File: src/rtl/dma_pkg.sv
// Shared AXI constants and write-engine state encoding for the DMA blocks.
package dma_pkg;

  localparam logic [1:0] AXI_BURST_INCR  = 2'b01;
  localparam logic [1:0] AXI_RESP_OKAY   = 2'b00;
  localparam logic [1:0] AXI_RESP_EXOKAY = 2'b01;
  localparam logic [1:0] AXI_RESP_SLVERR = 2'b10;
  localparam logic [1:0] AXI_RESP_DECERR = 2'b11;

  typedef enum logic [1:0] {IDLE, AW, W, B} wr_state_t;

endpackage

File: src/rtl/axi_dma_write_if.sv
// AXI4 write-channel bundle (AW, W, B) between the DMA write engine and memory.
interface axi_dma_write_if #(
  parameter int ADDR_WIDTH = 32,
  parameter int DATA_WIDTH = 32
);

  logic [ADDR_WIDTH-1:0]   awaddr;
  logic [7:0]              awlen;
  logic [2:0]              awsize;
  logic [1:0]              awburst;
  logic                    awvalid;
  logic                    awready;
  logic [DATA_WIDTH-1:0]   wdata;
  logic [DATA_WIDTH/8-1:0] wstrb;
  logic                    wlast;
  logic                    wvalid;
  logic                    wready;
  logic [1:0]              bresp;
  logic                    bvalid;
  logic                    bready;

  modport master (
    output awaddr, awlen, awsize, awburst, awvalid,
    output wdata, wstrb, wlast, wvalid, bready,
    input  awready, wready, bresp, bvalid
  );

  modport slave (
    input  awaddr, awlen, awsize, awburst, awvalid,
    input  wdata, wstrb, wlast, wvalid, bready,
    output awready, wready, bresp, bvalid
  );

endinterface

File: src/rtl/axi_dma_write.sv
// DMA write engine: drains a FWFT FIFO into fixed-length AXI4 INCR bursts,
// one burst outstanding at a time, with done pulse and sticky error.
module axi_dma_write
  import dma_pkg::*;
#(
  parameter int ADDR_WIDTH = 32,
  parameter int DATA_WIDTH = 32,
  parameter int BURST_LEN  = 8
) (
  input  logic                  clk,
  input  logic                  reset_n,
  input  logic                  start,
  input  logic [ADDR_WIDTH-1:0] dst_addr,
  input  logic [15:0]           xfer_bursts,
  output logic                  busy,
  output logic                  done,
  output logic                  error,
  input  logic [DATA_WIDTH-1:0] fifo_rd_data,
  input  logic                  fifo_empty,
  output logic                  fifo_rd_en,
  axi_dma_write_if.master       axi
);

  localparam int BEAT_W = (BURST_LEN > 1) ? $clog2(BURST_LEN) : 1;
  localparam logic [BEAT_W-1:0]     LAST_BEAT   = BEAT_W'(BURST_LEN - 1);
  localparam logic [ADDR_WIDTH-1:0] BURST_BYTES = ADDR_WIDTH'(BURST_LEN * (DATA_WIDTH / 8));

  wr_state_t             r_state;
  wr_state_t             w_state_nxt;
  logic [ADDR_WIDTH-1:0] r_addr;
  logic [15:0]           r_remaining;
  logic [BEAT_W-1:0]     r_beat;
  logic                  r_done;
  logic                  r_error;

  logic w_start_ok;
  logic w_awvalid;
  logic w_wvalid;
  logic w_bready;
  logic w_w_hs;
  logic w_b_hs;
  logic w_resp_err;
  logic w_last_beat;
  logic w_last_burst;

  assign w_start_ok   = (r_state == IDLE) && start;
  assign w_resp_err   = (axi.bresp == AXI_RESP_SLVERR) || (axi.bresp == AXI_RESP_DECERR);
  assign w_last_beat  = (r_beat == LAST_BEAT);
  assign w_last_burst = (r_remaining == 16'd1);
  assign w_w_hs       = w_wvalid && axi.wready;
  assign w_b_hs       = w_bready && axi.bvalid;

  always_ff @(posedge clk or negedge reset_n) begin
    if (!reset_n) r_state <= IDLE;
    else          r_state <= w_state_nxt;
  end

  // wvalid follows FIFO occupancy only, so a slave may wait on wvalid before raising wready.
  always_comb begin
    w_state_nxt = r_state;
    w_awvalid   = 1'b0;
    w_wvalid    = 1'b0;
    w_bready    = 1'b0;
    case (r_state)
      IDLE: if (start && (xfer_bursts != 16'd0)) w_state_nxt = AW;
      AW: begin
        w_awvalid = 1'b1;
        if (axi.awready) w_state_nxt = W;
      end
      W: begin
        w_wvalid = !fifo_empty;
        if (w_wvalid && axi.wready && w_last_beat) w_state_nxt = B;
      end
      B: begin
        w_bready = 1'b1;
        if (axi.bvalid) w_state_nxt = (w_resp_err || w_last_burst) ? IDLE : AW;
      end
      default: w_state_nxt = IDLE;
    endcase
  end

  always_ff @(posedge clk or negedge reset_n) begin
    if (!reset_n) begin
      r_addr      <= '0;
      r_remaining <= '0;
      r_beat      <= '0;
      r_done      <= 1'b0;
      r_error     <= 1'b0;
    end else begin
      r_done <= 1'b0;
      if (w_start_ok) begin
        r_addr      <= dst_addr;
        r_remaining <= xfer_bursts;
        r_beat      <= '0;
        r_error     <= 1'b0;
        r_done      <= (xfer_bursts == 16'd0);
      end
      if (w_w_hs) r_beat <= w_last_beat ? '0 : r_beat + 1'b1;
      // An error response ends the job at once; the address is left at the failed burst.
      if (w_b_hs) begin
        if (w_resp_err) begin
          r_error <= 1'b1;
          r_done  <= 1'b1;
        end else begin
          r_addr      <= r_addr + BURST_BYTES;
          r_remaining <= r_remaining - 16'd1;
          r_done      <= w_last_burst;
        end
      end
    end
  end

  assign busy        = (r_state != IDLE);
  assign done        = r_done;
  assign error       = r_error;
  assign fifo_rd_en  = w_w_hs;

  assign axi.awaddr  = r_addr;
  assign axi.awlen   = 8'(BURST_LEN - 1);
  assign axi.awsize  = 3'($clog2(DATA_WIDTH / 8));
  assign axi.awburst = AXI_BURST_INCR;
  assign axi.awvalid = w_awvalid;
  assign axi.wdata   = fifo_rd_data;
  assign axi.wstrb   = '1;
  assign axi.wlast   = w_wvalid && w_last_beat;
  assign axi.wvalid  = w_wvalid;
  assign axi.bready  = w_bready;

endmodule

File: src/flat_wrapper.sv
// flat-port wrapper written by rule: the top's interface ports become plain ports
module axi_dma_write_flat import dma_pkg::*;
#(
  parameter int ADDR_WIDTH = 32,
  parameter int DATA_WIDTH = 32,
  parameter int BURST_LEN  = 8
)
  (clk, reset_n, start, dst_addr, xfer_bursts, busy, done, error, fifo_rd_data, fifo_empty, fifo_rd_en, axi_awaddr, axi_awlen, axi_awsize, axi_awburst, axi_awvalid, axi_wdata, axi_wstrb, axi_wlast, axi_wvalid, axi_bready, axi_awready, axi_wready, axi_bresp, axi_bvalid);
  axi_dma_write_if #(.ADDR_WIDTH(ADDR_WIDTH), .DATA_WIDTH(DATA_WIDTH)) axi_i ();
  input  logic clk;
  input  logic reset_n;
  input  logic start;
  input  logic [ADDR_WIDTH-1:0] dst_addr;
  input  logic [15:0] xfer_bursts;
  output logic busy;
  output logic done;
  output logic error;
  input  logic [DATA_WIDTH-1:0] fifo_rd_data;
  input  logic fifo_empty;
  output logic fifo_rd_en;
  output wire logic [$bits(axi_i.awaddr)-1:0] axi_awaddr;
  output wire logic [$bits(axi_i.awlen)-1:0] axi_awlen;
  output wire logic [$bits(axi_i.awsize)-1:0] axi_awsize;
  output wire logic [$bits(axi_i.awburst)-1:0] axi_awburst;
  output wire logic [$bits(axi_i.awvalid)-1:0] axi_awvalid;
  output wire logic [$bits(axi_i.wdata)-1:0] axi_wdata;
  output wire logic [$bits(axi_i.wstrb)-1:0] axi_wstrb;
  output wire logic [$bits(axi_i.wlast)-1:0] axi_wlast;
  output wire logic [$bits(axi_i.wvalid)-1:0] axi_wvalid;
  output wire logic [$bits(axi_i.bready)-1:0] axi_bready;
  input wire logic [$bits(axi_i.awready)-1:0] axi_awready;
  input wire logic [$bits(axi_i.wready)-1:0] axi_wready;
  input wire logic [$bits(axi_i.bresp)-1:0] axi_bresp;
  input wire logic [$bits(axi_i.bvalid)-1:0] axi_bvalid;
  assign axi_awaddr = axi_i.awaddr;
  assign axi_awlen = axi_i.awlen;
  assign axi_awsize = axi_i.awsize;
  assign axi_awburst = axi_i.awburst;
  assign axi_awvalid = axi_i.awvalid;
  assign axi_wdata = axi_i.wdata;
  assign axi_wstrb = axi_i.wstrb;
  assign axi_wlast = axi_i.wlast;
  assign axi_wvalid = axi_i.wvalid;
  assign axi_bready = axi_i.bready;
  assign axi_i.awready = axi_awready;
  assign axi_i.wready = axi_wready;
  assign axi_i.bresp = axi_bresp;
  assign axi_i.bvalid = axi_bvalid;
  axi_dma_write #(.ADDR_WIDTH(ADDR_WIDTH), .DATA_WIDTH(DATA_WIDTH), .BURST_LEN(BURST_LEN)) u_core (.clk(clk), .reset_n(reset_n), .start(start), .dst_addr(dst_addr), .xfer_bursts(xfer_bursts), .busy(busy), .done(done), .error(error), .fifo_rd_data(fifo_rd_data), .fifo_empty(fifo_empty), .fifo_rd_en(fifo_rd_en), .axi(axi_i));
endmodule
File: config.mk
export PLATFORM = sky130hd
export DESIGN_NAME = axi_dma_write_flat
export DESIGN_NICKNAME = d
export VERILOG_FILES = /design/src/rtl/dma_pkg.sv /design/src/rtl/axi_dma_write_if.sv /design/src/rtl/axi_dma_write.sv /design/src/flat_wrapper.sv
export SDC_FILE = /design/constraint.sdc
export NUM_CORES = 1
export LEC_CHECK = 0
export ABC_AREA = 1
export ABC_CLOCK_PERIOD_IN_PS = 3000
export CORE_MARGIN = 2
export CORE_UTILIZATION = 47
export DETAILED_ROUTE_END_ITERATION = 7
export GPL_TIMING_DRIVEN = 0
export PLACE_DENSITY = 0.87
export RECOVER_POWER = 100
export SETUP_SLACK_MARGIN = 0.5
export SYNTH_ARGS = -nofsm -noshare
export SYNTH_HDL_FRONTEND = slang
export SYNTH_SLANG_ARGS = --single-unit
export TNS_END_PERCENT = 5
File: constraint.sdc
create_clock -name clk -period 3 [get_ports clk]
set_input_delay 0.3 -clock clk [delete_from_list [all_inputs] [get_ports clk]]
set_output_delay 0.3 -clock clk [all_outputs]
set_load 0.01 [all_outputs]
==> impl_metrics.env, run 1 <==
export IMPL_layout_setup_ws_ns=0.5441
export IMPL_cts_buffer_depth=2
export IMPL_fmax_mhz=407.2
export IMPL_hpwl_mm=9.825
export IMPL_initial_utilization=0.4838
export IMPL_min_path_type="input pin to async pin"
export IMPL_ys_seq_elements=55
export IMPL_grt_util_all_layers=0.2570
export IMPL_fillers=758
export IMPL_drc=0
export IMPL_violations="capacitance limit, slew limit"
export IMPL_fp_dieW_um=98.75
export IMPL_viasPerCell=5.344
export IMPL_p_leak_nw=2.726
export IMPL_stdcell_count=858
export IMPL_path_delay_family="buffers and inverters"
export IMPL_critPathMaxStageDelay_ns=0.44
export IMPL_synth_distinct_cells=37
export IMPL_worstMarginPinSlew_ns=1.629
export IMPL_dieArea_sq_um=9751
export IMPL_finalWirelength_mm=12.97
export IMPL_syn_to_final_growth_pct=37.54
export IMPL_cts_setup_buffers=0
export IMPL_cts_tree="yes"
export IMPL_synth_area_sq_um=4219
export IMPL_grt_use_met2=0.4579
export IMPL_rsz0062_at_grt="no"
export IMPL_gp_congestion=0.9259
export IMPL_cp_data_arrival_time_ns=2.70
export IMPL_portBuffers=127
export IMPL_peakVddDrop_uv=355.7
export IMPL_worstPathRequired_ns=3.24
export IMPL_place_worst_setup_slack_ns=1.060
export IMPL_grt_max_degree=30
export IMPL_drtIter0Drc=360
export IMPL_cap_violations=1
export IMPL_cellPowerDensity_nw_per_um2=789.1
export IMPL_yosysWarnings=0
export IMPL_critPathCaptureType="flip-flop"
export IMPL_route_vias_total=4585
export IMPL_path_class="flip-flop to flip-flop"
export IMPL_grt_pass1_wl_mm=20.27
export IMPL_place_inst=850
export IMPL_grt_pass1_vias=4311
export IMPL_period_share=0.8186
export IMPL_io_pins=178
export IMPL_yosysSeqAreaShare=0.3262
export IMPL_slew_headroom=-0.08622
export IMPL_wl_per_cell_um=15.12
export IMPL_synth_flop_cell="dfrtp_1"
export IMPL_crit_buf_inv=4
export IMPL_busiest_layer="met2"
export IMPL_antenna_found_initial=0
export IMPL_path_clk_slew_ns=0.11
export IMPL_cts_sinks=55
export IMPL_grtUsageMet3=0.04539
export IMPL_stdcell_area_sq_um=5803
export IMPL_netlist_instances=599
export IMPL_n_antenna_cell=0
export IMPL_fin_nets=848
export IMPL_synth_most_common_cell="nand2_1"
export IMPL_crit_path_start_kind="flip-flop"
export IMPL_synth_enable_flop_cells=0
export IMPL_hold_violations=0
export IMPL_final_setup_viol_count=0
export IMPL_drive_above_1_share=0.1333
export IMPL_cts_hold_buffers=0
export IMPL_core_rowCount=34
export IMPL_synth_commonest_cells="nand2_1 (130), nor2_1 (73), inv_1 (62)"
export IMPL_cts_buffers=5
export IMPL_clk_latency_ns=0.32
export IMPL_clock_skew_ns=0.007151
export IMPL_final_setup_tns_ns=0
export IMPL_avgSynthCellArea_sq_um=7.043
export IMPL_synth_largest_area_cell="dfrtp_1"
export IMPL_cts_root_buffer="clkbuf_8"
export IMPL_maxSlewViolCount=27
export IMPL_met1_usage=0.3073
export IMPL_fin_crit_ns=2.456
export IMPL_htree_num_levels=2
export IMPL_dr_pass1_iters=5
export IMPL_ys_async_sr_fraction=1.000
export IMPL_antenna_left=0
export IMPL_gr_total_overflow=0
export IMPL_placed_area_sq_um=5697
export IMPL_core_area_sq_um=8721
export IMPL_outcome="complete, but fails checks"
export IMPL_synth_area_top_cells="dfrtp_1 (33%), nand2_1 (12%), buf_4 (9.3%), nor2_1 (6.5%), inv_1 (5.5%)"
export IMPL_die_h_um=98.75
export IMPL_critical_path_cell_chain="inv_1 > ha_1 > nand2_1 > inv_1 > clkbuf_1 > buf_2 > o21ai_0 > o21ai_0"
export IMPL_cts_resized=0
export IMPL_worst_path_max_delay_cell="dfrtp_1"
export IMPL_critPathMaxFanout=10
export IMPL_synth_top_area_frac=0.3262
[logic make-up (layout without fill, tap and decap cells)]
kind of cell | after synthesis | in the layout | synth area share
simple gates | 273 | 273 | 0.2963
buf+inv | 133 | 269 | 0.1679
compound gates | 119 | 119 | 0.1607
flops | 55 | 55 | 0.3262
fa+ha+maj | 10 | 10 | 0.02966
mux | 5 | 5 | 0.01334
other cells | 2 | 17 | 0.001780
xor+xnor | 2 | 2 | 0.004153
[per-stage QoR]
step	power, W	hold slack [ns]	utilization
floorplan	0.003044	0.004409	-
global placement	0.004023	0.4565	0.6515
detailed placement	0.004141	0.3672	0.6532
CTS	0.004680	0.01496	0.6667
global route	0.004913	0.4785	0.6654
finish	0.004579	0.3636	0.6654
[cells in the final DEF (no fill, tap or decap), drive strengths merged, types with 33 or more instances in the layout]
master / Yosys / final
nand3: 33 / 33
buf: 64 / 62
inv: 67 / 67
dlygate4sd3: 0 / 72
dfrtp: 55 / 55
a21oi: 35 / 35
clkdlybuf4s50: 0 / 54
nor2: 85 / 85
o21ai: 46 / 46
nand2: 135 / 135
[path summary, 6_finish.rpt]
path                                    endpoint  slack [ns]         startpoint  depth (start not counted)
max                        u_core.axi.awaddr[12]        0.54  u_core.r_state[0]                          8
min                         u_core.axi.awaddr[3]        0.36            reset_n                          1
max reg2reg                u_core.axi.awaddr[12]        0.54  u_core.r_state[0]                          8
min reg2reg                     u_core.r_beat[0]        0.48   u_core.r_beat[0]                          1
max in group asynchronous  u_core.r_remaining[1]        1.68            reset_n                          1
min in group clk                u_core.r_beat[0]        0.48   u_core.r_beat[0]                          1
[cell type report]
class / instances / area, sq um / share of cell area
multi-input cells: 426 / 2186 / 0.3767
flip-flops and latches: 55 / 1376 / 0.2372
repair buffers: 128 / 1285 / 0.2214
plain buffers: 66 / 451.7 / 0.07784
inverters: 67 / 251.5 / 0.04334
well taps: 108 / 135.1 / 0.02329
clock buffers: 6 / 82.58 / 0.01423
clock inverters: 2 / 35.03 / 0.006037
[sequential cells by signal, indices dropped and copies added, names as in the netlist]
| name | flops |
|---|---|
| u_core.axi.awaddr | 32 |
| u_core.r_state | 2 |
| u_core.error | 1 |
| u_core.r_beat | 3 |
| u_core.done | 1 |
| u_core.r_remaining | 16 |
[routing by layer]
metal | vias to the layer above | share of wire | wire length (um)
li1 | 2185 | - | -
met1 | 2121 | 0.38 | 4983
met2 | 246 | 0.50 | 6487
met3 | 33 | 0.088 | 1137
met4 | 0 | 0.028 | 359
met5 | - | 0 | 0
[report_power, final]
group / switching (W) / internal [W]
Clock: 0.000268 / 0.000271
Combinational: 0.00143 / 0.00108
Sequential: 0.000422 / 0.00111
Total: 0.00212 / 0.00245
Note: power is estimated with default switching activity, not from simulation.
==> inputs of run 2 (changes only) <==
- ABC_CLOCK_PERIOD_IN_PS: 3000 -> 2370
- CORE_UTILIZATION: 47 -> 44
- PLACE_DENSITY: 0.87 -> 0.82
- clock period: 3 -> 2.37 ns (I/O delays scaled with it)
==> run 2 against run 1 <==
The flow now finishes without violations; first-iteration DRC count down 30%; sequential cell count unchanged; core utilization fell by 3.9 points; cell count increased by 2.6%; maximum frequency rose by 16%; count of clock-buffer cells in the layout rose by 1; power grew 25%; via count fell by 0.65%; sequential power up 25%; critical path type unchanged.
==> impl_metrics.env, run 2 (same netlist as run 1, synthesis figures left out) <==
export IMPL_gp_congestion=0.9968
export IMPL_rsz0062_at_grt="yes"
export IMPL_min_path_type="flip-flop to flip-flop"
export IMPL_placed_area_sq_um=5723
export IMPL_peakVddDrop_uv=429.9
export IMPL_dieArea_sq_um=10390
export IMPL_drc=0
export IMPL_path_clk_slew_ns=0.11
export IMPL_worst_path_max_delay_cell="nor2_1"
export IMPL_portBuffers=127
export IMPL_hpwl_mm=9.872
export IMPL_clock_skew_ns=0.01188
export IMPL_antenna_left=0
export IMPL_maxSlewViolCount=0
export IMPL_n_antenna_cell=0
export IMPL_final_setup_viol_count=0
export IMPL_grt_pass1_wl_mm=19.93
export IMPL_final_setup_tns_ns=0
export IMPL_fp_dieW_um=101.9
export IMPL_syn_to_final_growth_pct=37.81
export IMPL_p_leak_nw=2.714
export IMPL_final_common_cell="nand2_1"
export IMPL_io_pins=178
export IMPL_total_power_w=0.005709
export IMPL_cts_setup_buffers=0
export IMPL_place_worst_setup_slack_ns=0.4165
export IMPL_grt_util_all_layers=0.2441
export IMPL_layout_common_cells="nand2_1 (130), nor2_1 (74), dlygate4sd3_1 (70), inv_1 (62), dfrtp_1 (55)"
export IMPL_critPathCaptureType="flip-flop"
export IMPL_fin_crit_ns=2.116
export IMPL_antenna_found_initial=0
export IMPL_crit_buf_inv=1
export IMPL_viasPerCell=5.176
export IMPL_core_rowCount=35
export IMPL_r2r_end="u_core.axi.awaddr[7]"
export IMPL_crit_end="u_core.axi.awaddr[7]"
export IMPL_largest_register_ff_count=32
export IMPL_wl_per_cell_um=14.74
export IMPL_worstMarginPinSlew_ns=1.143
export IMPL_cap_violations=0
export IMPL_critPathMaxFanout=10
export IMPL_path_class="flip-flop to flip-flop"
export IMPL_cts_tree="yes"
export IMPL_route_vias_total=4555
export IMPL_core_area_sq_um=9284
export IMPL_htree_num_levels=2
export IMPL_die_h_um=101.9
export IMPL_initial_utilization=0.4544
export IMPL_critical_path_cell_chain="ha_1 > nand2_1 > nor2_1 > clkbuf_2 > a21oi_1 > a31o_2"
export IMPL_rrSetupSlack_ns=0.25
export IMPL_critPathMaxStageDelay_ns=0.54
export IMPL_outcome="complete, no violations"
export IMPL_fin_nets=849
export IMPL_clk_latency_ns=0.32
export IMPL_path_delay_family="simple AND/OR/NAND/NOR gates"
export IMPL_fmax_mhz=472.7
export IMPL_cellPowerDensity_nw_per_um2=981.9
export IMPL_hold_violations=0
export IMPL_path_depth=6
export IMPL_period_share=0.8927
export IMPL_cts_sinks=55
export IMPL_timing_rr_start="u_core.r_state[0]"
export IMPL_crit_path_start_kind="flip-flop"
export IMPL_worstPathRequired_ns=2.58
export IMPL_stdcell_area_sq_um=5814
export IMPL_hp_start="u_core.r_beat[0]"
export IMPL_cts_root_buffer="clkbuf_8"
export IMPL_cts_buffers=5
export IMPL_grt_max_degree=36
export IMPL_r2r_cells=6
export IMPL_drive_above_1_share=0.1385
export IMPL_slew_headroom=0.2383
export IMPL_finalWirelength_mm=12.97
export IMPL_layout_setup_ws_ns=0.2543
export IMPL_setup_worst_path_start="u_core.r_state[0]"
export IMPL_drtIter0Drc=253
export IMPL_grt_pass1_vias=4237
export IMPL_gr_total_overflow=0
export IMPL_cts_buffer_depth=2
export IMPL_cp_data_arrival_time_ns=2.33
export IMPL_dr_pass1_iters=5
[run 2: changes by cell type in the layout (fill, tap and decap cells not counted), moves of 2 or more]
cell	delta
clkbuf_2	+3
buf_2	-2
clkbuf_1	-2
clkdlybuf4s25_1	+2
dlygate4sd3_1	-2
nand2_1	-2
nand2_2	+2
[run 2: final cells by class]
| cell class | count | area (sq um) |
|---|---|---|
| clock buffers | 7 | 96.34 |
| inverters | 67 | 251.5 |
| plain buffers | 66 | 456.7 |
| well taps | 129 | 161.4 |
| flip-flops and latches | 55 | 1376 |
| repair buffers | 129 | 1281 |
| fillers | 888 | 3470 |
| multi-input cells | 426 | 2183 |
| clock inverters | 1 | 7.507 |
[run 2: power by group]
| part | switching (W) | internal [W] |
|---|---|---|
| logic | 0.00181 | 0.00137 |
| clock network | 0.000338 | 0.000267 |
| registers | 0.000523 | 0.00140 |
[run 2: what timing repair did]
item	4_1_cts	5_1_grt
gates resized for setup	1	2
endpoints found under the hold margin	20	0
setup endpoints to repair	36	46
hold buffers	1	0
[run 2: worst min-delay path by stage]
stage,endpoint,depth (start not counted)
3_5_place_dp,u_core.r_state[1],1
4_1_cts,u_core.axi.awaddr[19],2
3_3_place_gp,u_core.r_beat[0],1
2_1_floorplan,u_core.axi.awaddr[0],0
5_1_grt,u_core.axi.awaddr[11],3
6_report,u_core.r_beat[0],1
[run 2: worst reg2reg max path, stage by stage (launching register included)]
cell and delay, ns:
dfrtp_1 0.42, ha_1 0.23, nand2_1 0.11, nor2_1 0.54, clkbuf_2 0.42, a21oi_1 0.08, a31o_2 0.22
[run 2: layer usage]
| metal | up-vias | GRT usage | routed length, um |
|---|---|---|---|
| met5 | - | 0 | 0 |
| met3 | 28 | 0.03830 | 1037 |
| met1 | 2075 | 0.2934 | 5191 |
| met2 | 253 | 0.4489 | 6495 |
| li1 | 2199 | - | - |
| met4 | 0 | 0.07179 | 248 |
[run 2: metrics by stage]
step / util / cells / hold WS, ns
after floorplan: - / 614 / -0.05859
after global placement: 0.6148 / 870 / 0.4567
after detailed placement: 0.6164 / 871 / 0.2395
after CTS: 0.6286 / 880 / 0.4276
after global routing: 0.6263 / 880 / 0.5161
final: 0.6263 / 880 / 0.4875
